<file path="config.mk">
export PLATFORM = sky130hd
export DESIGN_NAME = mem_stage_lsu_flat
export DESIGN_NICKNAME = d
export VERILOG_FILES = /design/src/rtl/mem_stage_lsu_if.sv /design/src/rtl/mem_stage_lsu.sv /design/src/flat_wrapper.sv
export SDC_FILE = /design/constraint.sdc
export NUM_CORES = 1
export LEC_CHECK = 0
export ABC_AREA = 0
export CAP_MARGIN = 10
export CELL_PAD_IN_SITES_DETAIL_PLACEMENT = 1
export CELL_PAD_IN_SITES_GLOBAL_PLACEMENT = 1
export CORE_UTILIZATION = 33
export CTS_BUF_LIST = sky130_fd_sc_hd__clkbuf_16
export DETAILED_ROUTE_END_ITERATION = 8
export GPL_TIMING_DRIVEN = 1
export HOLD_SLACK_MARGIN = 0.05
export PLACE_DENSITY_LB_ADDON = 0.05
export SLEW_MARGIN = 20
export SYNTH_ARGS = -nofsm -noshare
export SYNTH_HDL_FRONTEND = slang
export SYNTH_SLANG_ARGS = --single-unit
</file>
<file path="constraint.sdc">
create_clock -name clk -period 2.6 [get_ports clk]
set_input_delay 0.39 -clock clk [delete_from_list [all_inputs] [get_ports clk]]
set_output_delay 0.39 -clock clk [all_outputs]
set_load 0.1 [all_outputs]
</file>
<file path="src/rtl/mem_stage_lsu_if.sv">
// Data-memory port of the memory-access stage: req/gnt/rvalid handshake.
// master = LSU side, slave = memory side.
interface mem_stage_lsu_if;
  logic        dmem_req_o;
  logic        dmem_we_o;
  logic [63:0] dmem_addr_o;
  logic [63:0] dmem_wdata_o;
  logic [7:0]  dmem_wstrb_o;
  logic        dmem_gnt_i;
  logic        dmem_rvalid_i;
  logic [63:0] dmem_rdata_i;

  modport master (
    output dmem_req_o, dmem_we_o, dmem_addr_o, dmem_wdata_o, dmem_wstrb_o,
    input  dmem_gnt_i, dmem_rvalid_i, dmem_rdata_i
  );

  modport slave (
    input  dmem_req_o, dmem_we_o, dmem_addr_o, dmem_wdata_o, dmem_wstrb_o,
    output dmem_gnt_i, dmem_rvalid_i, dmem_rdata_i
  );
endinterface

</file>
<file path="src/rtl/mem_stage_lsu.sv">
// rv64 memory-access stage: issues loads/stores, stalls the front end while busy.
// Define LSU_MISALIGN_TRAP_EN to flag size-misaligned accesses instead of issuing them.
module mem_stage_lsu (
  input  logic        clk,
  input  logic        rst,
  input  logic        valid_i,
  input  logic [63:0] alu_result_i,
  input  logic [63:0] store_data_i,
  input  logic [2:0]  funct3_i,
  input  logic        mem_read_i,
  input  logic        mem_write_i,
  input  logic [4:0]  rd_addr_i,
  input  logic        reg_write_i,
  input  logic        mem_to_reg_i,
  output logic [63:0] alu_result_o,
  output logic [63:0] mem_data_o,
  output logic [4:0]  rd_addr_o,
  output logic        reg_write_o,
  output logic        mem_to_reg_o,
  output logic        stall_o,
  mem_stage_lsu_if.master dmem
`ifdef LSU_MISALIGN_TRAP_EN
  ,
  output logic        misalign_o
`endif
);

  typedef enum logic [1:0] {S_IDLE, S_REQ, S_WAIT, S_DONE} state_t;

  state_t      r_state;
  logic        r_req;
  logic        r_we;
  logic [63:0] r_addr;
  logic [2:0]  r_funct3;
  logic [4:0]  r_rd;
  logic        r_reg_write;
  logic        r_mem_to_reg;
  logic [63:0] r_wdata;
  logic [7:0]  r_wstrb;
  logic [63:0] r_load_data;

  logic        w_mem_op;
  logic        w_misaligned;
  logic        w_issue;
  logic [2:0]  w_offset;
  logic [5:0]  w_shamt;
  logic [7:0]  w_size_mask;
  logic [7:0]  w_wstrb;
  logic [63:0] w_wdata;
  logic [63:0] w_lane;
  logic [63:0] w_load_ext;

  assign w_mem_op = valid_i & (mem_read_i | mem_write_i);
  assign w_offset = alu_result_i[2:0];
  assign w_shamt  = {w_offset, 3'b000};

  always_comb begin
    w_size_mask = 8'hFF;
    case (funct3_i[1:0])
      2'b00:   w_size_mask = 8'h01;
      2'b01:   w_size_mask = 8'h03;
      2'b10:   w_size_mask = 8'h0F;
      default: w_size_mask = 8'hFF;
    endcase
  end

  // Bytes shifted past lane 7 fall off: cross-doubleword stores are truncated.
  assign w_wstrb = w_size_mask << w_offset;
  assign w_wdata = store_data_i << w_shamt;

`ifdef LSU_MISALIGN_TRAP_EN
  always_comb begin
    w_misaligned = 1'b0;
    case (funct3_i[1:0])
      2'b00:   w_misaligned = 1'b0;
      2'b01:   w_misaligned = alu_result_i[0];
      2'b10:   w_misaligned = |alu_result_i[1:0];
      default: w_misaligned = |alu_result_i[2:0];
    endcase
  end
  assign misalign_o = (r_state == S_IDLE) & w_mem_op & w_misaligned;
`else
  assign w_misaligned = 1'b0;
`endif

  assign w_issue = (r_state == S_IDLE) & w_mem_op & ~w_misaligned;

  // Zero-fill from the top means bytes beyond the doubleword read as 0.
  assign w_lane = dmem.dmem_rdata_i >> {r_addr[2:0], 3'b000};

  always_comb begin
    w_load_ext = w_lane;
    case (r_funct3)
      3'b000:  w_load_ext = {{56{w_lane[7]}},  w_lane[7:0]};
      3'b001:  w_load_ext = {{48{w_lane[15]}}, w_lane[15:0]};
      3'b010:  w_load_ext = {{32{w_lane[31]}}, w_lane[31:0]};
      3'b100:  w_load_ext = {56'd0, w_lane[7:0]};
      3'b101:  w_load_ext = {48'd0, w_lane[15:0]};
      3'b110:  w_load_ext = {32'd0, w_lane[31:0]};
      default: w_load_ext = w_lane;
    endcase
  end

  always_ff @(posedge clk) begin
    if (rst) begin
      r_state      <= S_IDLE;
      r_req        <= 1'b0;
      r_we         <= 1'b0;
      r_addr       <= '0;
      r_funct3     <= '0;
      r_rd         <= '0;
      r_reg_write  <= 1'b0;
      r_mem_to_reg <= 1'b0;
      r_wdata      <= '0;
      r_wstrb      <= '0;
      r_load_data  <= '0;
    end else begin
      case (r_state)
        S_IDLE: begin
          if (w_issue) begin
            r_state      <= S_REQ;
            r_req        <= 1'b1;
            r_we         <= mem_write_i;
            r_addr       <= alu_result_i;
            r_funct3     <= funct3_i;
            r_rd         <= rd_addr_i;
            r_reg_write  <= reg_write_i;
            r_mem_to_reg <= mem_to_reg_i;
            r_wdata      <= mem_write_i ? w_wdata : 64'd0;
            r_wstrb      <= mem_write_i ? w_wstrb : 8'd0;
            r_load_data  <= '0;
          end
        end
        S_REQ: begin
          if (dmem.dmem_gnt_i) begin
            r_req   <= 1'b0;
            r_state <= r_we ? S_DONE : S_WAIT;
          end
        end
        S_WAIT: begin
          if (dmem.dmem_rvalid_i) begin
            r_load_data <= w_load_ext;
            r_state     <= S_DONE;
          end
        end
        S_DONE:  r_state <= S_IDLE;
        default: r_state <= S_IDLE;
      endcase
    end
  end

  assign dmem.dmem_req_o   = r_req;
  assign dmem.dmem_we_o    = r_req & r_we;
  assign dmem.dmem_addr_o  = r_req ? {r_addr[63:3], 3'b000} : 64'd0;
  assign dmem.dmem_wdata_o = r_req ? r_wdata : 64'd0;
  assign dmem.dmem_wstrb_o = r_req ? r_wstrb : 8'd0;

  always_comb begin
    alu_result_o = alu_result_i;
    mem_data_o   = '0;
    rd_addr_o    = rd_addr_i;
    reg_write_o  = reg_write_i;
    mem_to_reg_o = mem_to_reg_i;
    stall_o      = 1'b0;
    case (r_state)
      S_IDLE: begin
        if (w_mem_op) begin
          reg_write_o = 1'b0;
          if (!w_misaligned) begin
            stall_o      = 1'b1;
            rd_addr_o    = '0;
            mem_to_reg_o = 1'b0;
          end
        end
      end
      S_REQ, S_WAIT: begin
        alu_result_o = r_addr;
        stall_o      = 1'b1;
        rd_addr_o    = '0;
        reg_write_o  = 1'b0;
        mem_to_reg_o = 1'b0;
      end
      default: begin
        alu_result_o = r_addr;
        mem_data_o   = r_load_data;
        rd_addr_o    = r_rd;
        reg_write_o  = r_reg_write;
        mem_to_reg_o = r_mem_to_reg;
      end
    endcase
  end

endmodule
</file>
<file path="src/flat_wrapper.sv">
// flat-port wrapper written by rule: the top's interface ports become plain ports
module mem_stage_lsu_flat 
  (clk, rst, valid_i, alu_result_i, store_data_i, funct3_i, mem_read_i, mem_write_i, rd_addr_i, reg_write_i, mem_to_reg_i, alu_result_o, mem_data_o, rd_addr_o, reg_write_o, mem_to_reg_o, stall_o, dmem_dmem_req_o, dmem_dmem_we_o, dmem_dmem_addr_o, dmem_dmem_wdata_o, dmem_dmem_wstrb_o, dmem_dmem_gnt_i, dmem_dmem_rvalid_i, dmem_dmem_rdata_i);
  mem_stage_lsu_if dmem_i ();
  input  logic clk;
  input  logic rst;
  input  logic valid_i;
  input  logic [63:0] alu_result_i;
  input  logic [63:0] store_data_i;
  input  logic [2:0] funct3_i;
  input  logic mem_read_i;
  input  logic mem_write_i;
  input  logic [4:0] rd_addr_i;
  input  logic reg_write_i;
  input  logic mem_to_reg_i;
  output logic [63:0] alu_result_o;
  output logic [63:0] mem_data_o;
  output logic [4:0] rd_addr_o;
  output logic reg_write_o;
  output logic mem_to_reg_o;
  output logic stall_o;
  output wire logic [$bits(dmem_i.dmem_req_o)-1:0] dmem_dmem_req_o;
  output wire logic [$bits(dmem_i.dmem_we_o)-1:0] dmem_dmem_we_o;
  output wire logic [$bits(dmem_i.dmem_addr_o)-1:0] dmem_dmem_addr_o;
  output wire logic [$bits(dmem_i.dmem_wdata_o)-1:0] dmem_dmem_wdata_o;
  output wire logic [$bits(dmem_i.dmem_wstrb_o)-1:0] dmem_dmem_wstrb_o;
  input wire logic [$bits(dmem_i.dmem_gnt_i)-1:0] dmem_dmem_gnt_i;
  input wire logic [$bits(dmem_i.dmem_rvalid_i)-1:0] dmem_dmem_rvalid_i;
  input wire logic [$bits(dmem_i.dmem_rdata_i)-1:0] dmem_dmem_rdata_i;
  assign dmem_dmem_req_o = dmem_i.dmem_req_o;
  assign dmem_dmem_we_o = dmem_i.dmem_we_o;
  assign dmem_dmem_addr_o = dmem_i.dmem_addr_o;
  assign dmem_dmem_wdata_o = dmem_i.dmem_wdata_o;
  assign dmem_dmem_wstrb_o = dmem_i.dmem_wstrb_o;
  assign dmem_i.dmem_gnt_i = dmem_dmem_gnt_i;
  assign dmem_i.dmem_rvalid_i = dmem_dmem_rvalid_i;
  assign dmem_i.dmem_rdata_i = dmem_dmem_rdata_i;
  mem_stage_lsu u_core (.clk(clk), .rst(rst), .valid_i(valid_i), .alu_result_i(alu_result_i), .store_data_i(store_data_i), .funct3_i(funct3_i), .mem_read_i(mem_read_i), .mem_write_i(mem_write_i), .rd_addr_i(rd_addr_i), .reg_write_i(reg_write_i), .mem_to_reg_i(mem_to_reg_i), .alu_result_o(alu_result_o), .mem_data_o(mem_data_o), .rd_addr_o(rd_addr_o), .reg_write_o(reg_write_o), .mem_to_reg_o(mem_to_reg_o), .stall_o(stall_o), .dmem(dmem_i));
endmodule
</file>
==> summary.md <==
| Metric | Value |
|---|---|
| Max Cap Viol | `0` |
| Multi-input gate area | `8490 µm²` |
| Seq/Total Area, Yosys | `32.4%` |
| Clk Latency, worst-skew pair | `0.54 ns` |
| Sinks on Clock Net | `214` |
| GR Util met1 | `33.8%` |
| Reg area | `4290 µm²` |
| Synth Cell Area | `13200 µm²` |
| Clock buffer depth | `3` |
| Clock Skew | `0.0109 ns` |
| Post-synth top flop | `dfxtp_1` |
| Global-route usage over all layers | `26.7%` |
| Leakage | `between 0.008 and 0.009 µW` |
| H-tree lvl count | `1` |
| Ys Warns | `0` |
| Crit. path cell count | `5` |
| Worst r2r path cells | `7` |
| Synth Register Bits | `around 210` |
| Reg-to-reg startpoint | `u_core.r_addr[1]` |
| CTS tree | `yes` |
| Gr busiest metal | `met2` |
| Worst-path cell chain | `inv_1, ha_4, buf_8, mux2_2, buf_12` |
| Hold depth | `3` |
| Fill cells | `4419` |
| Fin Hold WS | `about 0.42 ns` |
| Detailed Routing Iterations Pass 1 | `4` |
| Number of synthesized flops with an enable pin | `0` |
| Crit path from | `u_core.r_state[0]` |
| Number of vias per cell | `5.32` |
| CTS Buf Count | `27` |
| F_max | `approximately 400 MHz` |
| RSZ-0062 raised after global routing | `false` |
| IO Pins | `483` |
| Synth cell types | `52` |
| Initial antenna violation count | `2` |
| Critical path peak fanout | `29` |
| Met2 Track Usage GR | `roughly 45%` |
| Final worst-path cycle share | `96.0%` |
| Final non-filler cell total | `2544` |
| Status | `completed` |
| Crit Path Category | `reg2out` |
| Final Max Slew Viols | `0` |
| Via count | `13.5k` |
| Ratio of cells with drive above 1 in the final layout | `34.6%` |
| Hold Crit Class | `in2reg` |
| Req. time, crit path | `2.21 ns` |
| R2R setup slack | `0.20 ns` |
| DIE AREA | `40900 µm²` |
| GPL Wtd Cong | `0.908` |
| Aggregate routed wire length | `56600 µm` |
| Minimum clock period after layout | `around 2.5 ns` |
| DRC Markers | `0` |
| Mean post-synth cell area | `roughly 8.4 µm²` |
| Crit path buf inv count | `3` |
| Top flop regs | `u_core.r_addr: 64 flops, u_core.r_load_data: 64 flops, u_core.r_wdata: 64 flops` |
| Vias in the first global route | `13.9k` |
| Met3 Usage GRT | `5.74%` |
| Post-CTS setup buffers | `0` |
| CORE AREA | `39100 µm²` |
| Drt wl/cell | `around 22 µm` |
| Initial core utilization | `33.8%` |
| Worst slew margin | `36.6%` |
| Critical Path Sink | `alu_result_o[50]` |
| Critical Path Source Type | `flip-flop` |
| Worst path arrival time | `2.11 ns` |
| Final net count | `2217` |
| Largest net degree at the start of global routing | `156` |
| Ys async rst share | `0%` |
| Global-route wire length before repair | `~86000 µm` |
| Reg-to-Reg End | `u_core.r_load_data[47]` |
| DP HPWL | `42400 µm` |
| Cell Rows | `72` |
| CP endpoint kind | `primary output` |
| DIE WIDTH | `between 200 and 250 µm` |
| Slowest CP cell | `mux2_2` |
| Iteration-0 DRC Markers | `between 700 and 800` |
| Port bufs | `approximately 480` |
| Total grt overflow | `0` |
| Slew @ Worst Pin | `0.943 ns` |
| CP max stage delay | `0.40 ns` |
| Post-DRT Antenna Nets | `0` |
| Final hold violation count | `0` |
| Max VDD drop | `0.453 mV` |
| Synthesized instance count | `1576` |
| Placed cells | `between 2k and 2.5k` |
| Crit path max-delay family | `buffers and inverters` |
| Clock transition at path regs | `0.06 ns` |
| Root buf cell | `clkbuf_16` |
| PwrDens | `930 nW/µm²` |
| Area added between synthesis and finish | `57.9%` |
| Final setup fails | `0` |
| Die Span Y | `202 µm` |
==> worst reg2reg max path, cell delays in order (launching register included) <==
cell and delay (ns):
dfxtp_2 0.40, buf_12 0.21, nor2_1 0.39, a22oi_1 0.16, and4_1 0.25, o41ai_4 0.46
buf_12 0.28, o21ai_0 0.13
==> per-stage QoR <==
step | instance area (µm²) | utilization (%) | power, µW | setup slack, ns | TNS [ns]
after floorplan | 13400 | - | 11500 | 0.0281 | 0
after detailed placement | 20000 | 51.1 | 15800 | -0.0693 | -1.16
after global placement | 20000 | 51.1 | 15700 | -0.0562 | -0.722
after CTS | 20900 | 53.3 | 19500 | 0.0236 | 0
final | 20900 | 53.4 | 19400 | 0.103 | 0
after global routing | 20900 | 53.4 | 20100 | 0.0265 | 0
==> layout by cell type, fill, tap and decap left out, types with 3 or more instances in the layout <==
| cell type | n |
|---|---|
| nand2_1 | 226 |
| dfxtp_1 | 210 |
| clkdlybuf4s50_1 | 204 |
| buf_4 | 184 |
| buf_12 | 151 |
| and2_2 | 134 |
| nor2_1 | 122 |
| mux2_2 | 117 |
| a21oi_1 | 115 |
| mux2i_1 | 91 |
| a22oi_1 | 74 |
| and2_1 | 71 |
| mux4_2 | 29 |
| a221o_1 | 27 |
| clkbuf_16 | 27 |
| a211oi_1 | 24 |
| o21ai_2 | 23 |
| o22ai_1 | 22 |
| inv_1 | 20 |
| o21ai_0 | 18 |
| nor3_1 | 13 |
| a2bb2oi_1 | 12 |
| clkinv_1 | 10 |
| nor2b_1 | 8 |
| o2bb2ai_1 | 8 |
| nand3_1 | 6 |
| o31ai_1 | 6 |
| nand2b_1 | 5 |
| o221ai_1 | 5 |
| a21oi_2 | 5 |
| o211ai_1 | 4 |
| nor3_2 | 3 |
| conb_1 | 3 |
| clkinv_2 | 3 |
| bufinv_16 | 3 |
| buf_6 | 3 |
| dfxtp_2 | 3 |
==> cell type report <==
cell class / count / area share (%)
Sequential cell: 214 / 20.6
Clock inverter: 22 / 0.887
Tap cell: 518 / 3.10
Multi-Input combinational cell: 1199 / 40.7
Inverter: 16 / 0.288
Antenna cell: 2 / 0.0240
Clock buffer: 27 / 3.24
Timing Repair Buffer: 546 / 31.2
==> layer usage <==
metal	part of all wire [%]	vias to the layer above
li1	-	6414
met1	43	6618
met2	48	415
met3	6.7	78
met4	2.8	0
met5	0	-
==> power by group <==
part | switching [µW] | leakage, µW | internal (µW)
logic | 7650 | 0.00624 | 4150
clock network | 1520 | 0.000434 | 2180
registers | 267 | 0.00174 | 3650
==> timing repair <==
| action | 4_1_cts | 5_1_grt |
|---|---|---|
| resized for setup | 1 | 4 |
| hold endpoints to repair | 2 | 0 |
| hold buffers | 1 | 0 |
| endpoints found under the setup margin | 21 | 47 |
| pin swaps | 0 | 0 |
==> cells by family after synthesis <==
kind of cell    after synthesis  share of synthesized area (%)
compound gates              354                           18.3
flops                       214                           32.4
buf+inv                     165                           5.19
mux                         238                           21.9
fa+ha+maj                     4                          0.379
simple gates                600                           21.8
other cells                   1                         0.0284
==> worst min path at each step <==
stage	from	to	slack, ns
detailed placement	u_core.r_load_data[47]	u_core.r_load_data[47]	0.45
finish	alu_result_i[9]	u_core.r_addr[9]	0.42
floorplan	u_core.r_load_data[47]	u_core.r_load_data[47]	0.42
CTS	alu_result_i[9]	u_core.r_addr[9]	0.39
global placement	u_core.r_load_data[62]	u_core.r_load_data[62]	0.44
global route	alu_result_i[23]	u_core.r_addr[23]	0.43
==> cell usage after synthesis, types with 6 or more instances <==
master / number / share of area [%]
o21ai_2: 15 / 0.99
o22ai_1: 22 / 1.0
buf_1: 15 / 0.43
a21oi_1: 115 / 4.4
nor2_1: 123 / 3.5
inv_1: 16 / 0.45
buf_2: 20 / 0.76
dfxtp_1: 214 / 32
a221o_1: 27 / 2.0
nand2_1: 226 / 6.4
nor2b_1: 8 / 0.38
a22oi_1: 74 / 4.2
nor3_1: 14 / 0.53
a211oi_1: 24 / 1.4
clkbuf_1: 107 / 3.0
mux2_2: 117 / 10
mux2i_1: 91 / 6.9
mux4_2: 29 / 4.9
nand3_1: 6 / 0.23
and2_1: 205 / 9.7
o2bb2ai_1: 8 / 0.53
o31ai_1: 6 / 0.34
o21ai_0: 26 / 0.98
a2bb2oi_1: 12 / 0.79
(Power assumes the default switching activity.)
